--- src/rtl/fetch_pc_stage_if.sv ---
// Fetch-stage bus: PC/adder return path, imem data, hazard/redirect controls and IF/ID outputs.
interface fetch_pc_stage_if;
    logic [31:0] pc_out;
    logic [31:0] pc_plus4_in;
    logic [31:0] instr_in;
    logic        stall;
    logic        dec_ready;
    logic        branch_taken;
    logic [31:0] branch_target;
    logic [31:0] if_id_pc;
    logic [31:0] if_id_instr;
    logic        if_id_valid;
    logic [31:0] fetch_count;
    logic        misalign;

    modport master (
        output pc_out, if_id_pc, if_id_instr, if_id_valid, fetch_count, misalign,
        input  pc_plus4_in, instr_in, stall, dec_ready, branch_taken, branch_target
    );

    modport slave (
        input  pc_out, if_id_pc, if_id_instr, if_id_valid, fetch_count, misalign,
        output pc_plus4_in, instr_in, stall, dec_ready, branch_taken, branch_target
    );
endinterface

--- src/rtl/fetch_pc_stage.sv ---
// Instruction-fetch stage: PC register, redirect/flush FSM and IF/ID pipeline register.
// Optional macro FETCH_MISALIGN_TRAP_EN traps on misaligned redirect targets.
module fetch_pc_stage #(
    parameter logic [31:0] RESET_PC      = 32'h0000_0000,
    parameter int unsigned FLUSH_BUBBLES = 1
) (
    input logic              clk,
    input logic              rst,
    fetch_pc_stage_if.master bus
);
    localparam int unsigned      CNT_W      = 2;
    localparam logic [CNT_W-1:0] CNT_RELOAD = CNT_W'(FLUSH_BUBBLES - 1);

    typedef enum logic [1:0] {BOOT, RUN, FLUSH, TRAP} state_t;

    state_t           state_q, state_d;
    logic [CNT_W-1:0] bub_q, bub_d;
    logic [31:0]      pc_q, pc_d;
    logic [31:0]      if_pc_q, if_pc_d;
    logic [31:0]      if_instr_q, if_instr_d;
    logic [31:0]      count_q, count_d;
    logic             valid_q, valid_d;
    logic             mis_q, mis_d;

    logic             advance_c;
    logic             redirect_c;
    logic             bad_target_c;
    logic [31:0]      target_c;

    assign advance_c  = !bus.stall && bus.dec_ready;
    assign redirect_c = bus.branch_taken && (state_q != TRAP);

`ifdef FETCH_MISALIGN_TRAP_EN
    assign bad_target_c = (bus.branch_target[1:0] != 2'b00);
    assign target_c     = bus.branch_target;
`else
    // Without the trap the low bits are dropped so the PC stays word aligned.
    logic [1:0] unused_target_lsb_c;
    assign unused_target_lsb_c = bus.branch_target[1:0];
    assign bad_target_c        = 1'b0;
    assign target_c            = {bus.branch_target[31:2], 2'b00};
`endif

    // Next-state and datapath: redirect wins over stall/dec_ready; FLUSH lasts FLUSH_BUBBLES cycles.
    always_comb begin
        state_d    = state_q;
        bub_d      = bub_q;
        pc_d       = pc_q;
        if_pc_d    = if_pc_q;
        if_instr_d = if_instr_q;
        count_d    = count_q;
        valid_d    = valid_q;
        mis_d      = mis_q;

        if (redirect_c) begin
            pc_d    = target_c;
            valid_d = 1'b0;
            if (bad_target_c) begin
                mis_d   = 1'b1;
                state_d = TRAP;
            end else begin
                bub_d   = CNT_RELOAD;
                state_d = FLUSH;
            end
        end else begin
            case (state_q)
                BOOT: begin
                    valid_d = 1'b0;
                    state_d = RUN;
                end
                RUN: begin
                    if (advance_c) begin
                        if_pc_d    = pc_q;
                        if_instr_d = bus.instr_in;
                        valid_d    = 1'b1;
                        pc_d       = bus.pc_plus4_in;
                        count_d    = count_q + 32'd1;
                    end
                end
                FLUSH: begin
                    valid_d = 1'b0;
                    if (bub_q == '0) begin
                        state_d = RUN;
                    end else begin
                        bub_d = bub_q - 1'b1;
                    end
                end
                TRAP: begin
                    valid_d = 1'b0;
                end
                default: begin
                    state_d = BOOT;
                    valid_d = 1'b0;
                end
            endcase
        end
    end

    always_ff @(posedge clk or posedge rst) begin
        if (rst) begin
            state_q    <= BOOT;
            bub_q      <= '0;
            pc_q       <= RESET_PC;
            if_pc_q    <= 32'd0;
            if_instr_q <= 32'd0;
            count_q    <= 32'd0;
            valid_q    <= 1'b0;
            mis_q      <= 1'b0;
        end else begin
            state_q    <= state_d;
            bub_q      <= bub_d;
            pc_q       <= pc_d;
            if_pc_q    <= if_pc_d;
            if_instr_q <= if_instr_d;
            count_q    <= count_d;
            valid_q    <= valid_d;
            mis_q      <= mis_d;
        end
    end

    assign bus.pc_out      = pc_q;
    assign bus.if_id_pc    = if_pc_q;
    assign bus.if_id_instr = if_instr_q;
    assign bus.if_id_valid = valid_q;
    assign bus.fetch_count = count_q;
    assign bus.misalign    = mis_q;

endmodule
--- src/flat_wrapper.sv ---
// flat-port wrapper written by rule: the top's interface ports become plain ports
module fetch_pc_stage_flat 
#(
    parameter logic [31:0] RESET_PC      = 32'h0000_0000,
    parameter int unsigned FLUSH_BUBBLES = 1
)
  (clk, rst, bus_pc_out, bus_if_id_pc, bus_if_id_instr, bus_if_id_valid, bus_fetch_count, bus_misalign, bus_pc_plus4_in, bus_instr_in, bus_stall, bus_dec_ready, bus_branch_taken, bus_branch_target);
  fetch_pc_stage_if bus_i ();
  input logic clk;
  input logic rst;
  output wire logic [$bits(bus_i.pc_out)-1:0] bus_pc_out;
  output wire logic [$bits(bus_i.if_id_pc)-1:0] bus_if_id_pc;
  output wire logic [$bits(bus_i.if_id_instr)-1:0] bus_if_id_instr;
  output wire logic [$bits(bus_i.if_id_valid)-1:0] bus_if_id_valid;
  output wire logic [$bits(bus_i.fetch_count)-1:0] bus_fetch_count;
  output wire logic [$bits(bus_i.misalign)-1:0] bus_misalign;
  input wire logic [$bits(bus_i.pc_plus4_in)-1:0] bus_pc_plus4_in;
  input wire logic [$bits(bus_i.instr_in)-1:0] bus_instr_in;
  input wire logic [$bits(bus_i.stall)-1:0] bus_stall;
  input wire logic [$bits(bus_i.dec_ready)-1:0] bus_dec_ready;
  input wire logic [$bits(bus_i.branch_taken)-1:0] bus_branch_taken;
  input wire logic [$bits(bus_i.branch_target)-1:0] bus_branch_target;
  assign bus_pc_out = bus_i.pc_out;
  assign bus_if_id_pc = bus_i.if_id_pc;
  assign bus_if_id_instr = bus_i.if_id_instr;
  assign bus_if_id_valid = bus_i.if_id_valid;
  assign bus_fetch_count = bus_i.fetch_count;
  assign bus_misalign = bus_i.misalign;
  assign bus_i.pc_plus4_in = bus_pc_plus4_in;
  assign bus_i.instr_in = bus_instr_in;
  assign bus_i.stall = bus_stall;
  assign bus_i.dec_ready = bus_dec_ready;
  assign bus_i.branch_taken = bus_branch_taken;
  assign bus_i.branch_target = bus_branch_target;
  fetch_pc_stage #(.RESET_PC(RESET_PC), .FLUSH_BUBBLES(FLUSH_BUBBLES)) u_core (.clk(clk), .rst(rst), .bus(bus_i));
endmodule
--- config.mk ---
export PLATFORM = sky130hd
export DESIGN_NAME = fetch_pc_stage_flat
export DESIGN_NICKNAME = d
export VERILOG_FILES = /design/src/rtl/fetch_pc_stage_if.sv /design/src/rtl/fetch_pc_stage.sv /design/src/flat_wrapper.sv
export SDC_FILE = /design/constraint.sdc
export NUM_CORES = 1
export LEC_CHECK = 0
export BUFFER_PORTS_ARGS = -buffer_cell sky130_fd_sc_hd__buf_2
export CAP_MARGIN = 20
export CORE_MARGIN = 2
export CORE_UTILIZATION = 43
export DETAILED_ROUTE_END_ITERATION = 10
export GPL_TIMING_DRIVEN = 0
export HOLD_SLACK_MARGIN = 0.1
export PLACE_DENSITY = 0.73
export SLEW_MARGIN = 20
export SYNTH_ARGS = -nofsm -noshare
export SYNTH_HDL_FRONTEND = slang
export SYNTH_SLANG_ARGS = --single-unit
--- constraint.sdc ---
create_clock -name clk -period 5.1 [get_ports clk]
set_input_delay 1.275 -clock clk [delete_from_list [all_inputs] [get_ports clk]]
set_output_delay 1.275 -clock clk [all_outputs]
set_load 0.01 [all_outputs]
==> summary.txt <==
Run status
  – Outcome: completed

Routing
  – Routed WL: 13400 µm
  – Final ANT Viol Nets: 0
  – DR vias/cell: 4.926
  – Initial DRC count: 200
  – DRT Pass-1 Iters: 4
  – WL/cell: 15.69 µm
  – DRC viols: 0
  – Via count: 4207

Power and ir drop
  – P per Cell Area: 515.4 mW/mm²
  – Overall power: 0.003828 W
  – Max VDD drop: 0.2823 mV
  – LEAKAGE: 4.143 nW

Die
  – I/O pin cnt: 231
  – # rows: 41
  – Die H: 117.2 µm
  – Die footprint: 0.01375 mm²
  – Initial Util: 43.87%
  – Core Footprint: 0.01257 mm²
  – Die Wd: 117.2 µm

STA
  – Slew HR: 63.47%
  – Final Max Tran Viols: 0
  – RSZ-0062 raised after global routing: false
  – Fin. Hold Viols: 0
  – Highest clock rate: 0.3940 GHz
  – Worst setup skew after layout: 8.432 ps
  – TNS Setup: 0 ps
  – Worst slew pin tran: 548.0 ps
  – Final min period: 2538 ps
  – Setup violations, final: 0
  – Fin crit share: 49.76%

Global route
  – Initial antenna violation count: 0
  – Pin count of the biggest net entering global routing: 76
  – Overflow after GRT: 0
  – Number of global-route vias before repair: 4187
  – First-pass GRT wire length: 20770 µm
  – Total track usage: 19.84%

Logic synthesis
  – Post-Synthesis Cells: 423
  – Post-synth top flop: dfrtp_1
  – Yosys warns: 0
  – Yosys reg bits: 133
  – Yosys top cell area share: 60.36%
  – Sequential share of the synthesized area: 60.36%
  – Cell variety after synth: 36
  – Synth top area cells: dfrtp_1 (60%), mux2_2 (13%), mux2i_1 (5.4%)
  – Syn_nets: 526
  – Yosys top cell by area: dfrtp_1
  – EDFF count, synth: 0
  – Synth cell count leaders: dfrtp_1 (133), mux2_2 (65), nand2_1 (47)
  – Average size of a mapped cell: 13.04 µm²
  – Async SR Flop Fraction: 100.0%
  – Mapped Area: 0.005514 mm²
  – Count leader, synth: dfrtp_1

Cells and area
  – Layout cell share with drive strength beyond 1: 49.27%
  – P&R area growth vs syn: 34.69%
  – Design area: 0.007427 mm²
  – Antenna Cells: 0
  – Final cell count without fillers: 854
  – Fillcell total: 1026
  – Fin nets: 773

CTS
  – Post-CTS Setup Inserts: 0
  – CTS tree: done
  – H-Tree Level Count: 4
  – Num CTS Buffers: 17
  – Clock Latency Late Sink: 410 ps
  – CTS Buffer Depth: 2
  – Post_cts resized: 0
  – Clk sinks: 133
  – Clock transition at path regs: 50 ps
  – Clk root buf: clkbuf_16
  – Hold-fix buffers, CTS: 0

Critical path
  – Reg2Reg Depth: 6
  – Reg2Reg Capture Point: u_core.bus.if_id_pc[9]
  – CP Capture Type: flip-flop
  – Worst Path Max Fanout: 10
  – Setup CP Type: in2reg
  – Worst Path Arrival: 2830 ps
  – Worst Path Required: 5390 ps
  – Startpoint Class: primary input
  – R2R Setup Slk: 3070 ps
  – Critical R2R Launch: u_core.state_q[1]

Min path
  – Hold EP: u_core.bus.fetch_count[31]
  – Hold_sp: u_core.bus.fetch_count[31]
  – WHS Path Cells: 1
  – Min-delay worst type: reg2reg

Placement
  – GPL Wtd Cong: 0.8282
  – Placed Cells: 823
  – Placed Area: 0.006898 mm²
  – I/O Buffers: 227
  – Hpwl dp: 9936 µm

Run
  – Max Cap Viol: 0
## stage by stage
step | utilization [%] | setup slack (ps) | hold slack, ps
floorplan | - | 270.6 | 448.5
global placement | 54.62 | -976.3 | 463.2
detailed placement | 54.88 | 2113 | 474.8
CTS | 59.09 | 2539 | 485.4
global route | 59.09 | 2469 | 506.7
finish | 59.09 | 2562 | 476.1
## power by group
part	leakage, nW	total (W)	switching, W	internal, W
logic	2.13	0.00108	0.000552	0.000529
registers	1.75	0.00164	0.000227	0.00141
clock network	0.262	0.00111	0.000420	0.000690
total	4.14	0.00383	0.00120	0.00263
## final cells by class
cell class / instances / area [µm²] / area share (%)
multi-input cells: 265 / 2059 / 27.73
inverters: 4 / 20.02 / 0.2695
repair buffers: 228 / 1164 / 15.67
flip-flops and latches: 133 / 3328 / 44.81
clock buffers: 26 / 479.2 / 6.452
well taps: 172 / 215.2 / 2.898
clock inverters: 5 / 50.05 / 0.6739
plain buffers: 21 / 111.4 / 1.499
## layout by cell type, fill, tap and decap left out, types with 5 or more instances in the layout
master,instances
and3_1,5
buf_2,235
buf_4,6
clkbuf_1,14
clkbuf_16,17
dfrtp_1,133
mux2_2,65
mux2i_1,30
nand2_1,47
nand3_1,11
nand4_1,8
nor2_1,8
o21ai_0,30
xnor2_1,21
xor2_1,10
## state kept, by name (all words and copies together) (netlist names)
name and flops:
u_core.bub_q 2, u_core.bus.fetch_count 32, u_core.bus.if_id_instr 32, u_core.bus.if_id_pc 32, u_core.bus.if_id_valid 1, u_core.bus.pc_out 32, u_core.state_q 2
## worst max path at each step
stage / to / startpoint / depth (start not counted)
global route: u_core.bus.if_id_pc[11] / bus_stall / 7
CTS: u_core.bus.if_id_pc[9] / bus_stall / 7
detailed placement: u_core.bus.if_id_pc[23] / bus_stall / 7
global placement: u_core.bus.pc_out[20] / rst / 2
finish: u_core.bus.if_id_pc[9] / bus_stall / 7
floorplan: u_core.bub_q[0] / rst / 1
## metal layers
layer | share of wire (%) | routed length (µm) | vias to the layer above | track usage (%)
met5 | 0 | 0 | - | 0
met4 | 1.3 | 180 | 0 | 7.765
met3 | 6.8 | 911 | 17 | 7.003
met2 | 51 | 6769 | 170 | 32.03
met1 | 41 | 5535 | 2063 | 24.48
li1 | - | - | 1957 | -
## worst max-delay path, stage by stage
cell	delay, ps
buf_2	110
nand4bb_1	180
buf_4	200
nor2_2	140
buf_2	300
buf_4	250
mux2_2	360
## cells by family after synthesis
group	count (synthesis)	share of synthesized area, %
multiplexers	95	18.72
other	1	0.06801
adder cells (fa/ha/maj)	2	0.4538
XOR/XNOR	31	4.924
AO/OA/AOI/OAI	37	3.540
buffers and inverters	25	2.292
flip-flops	133	60.36
AND/OR/NAND/NOR	99	9.644
Power figures use the tool's default switching activity.
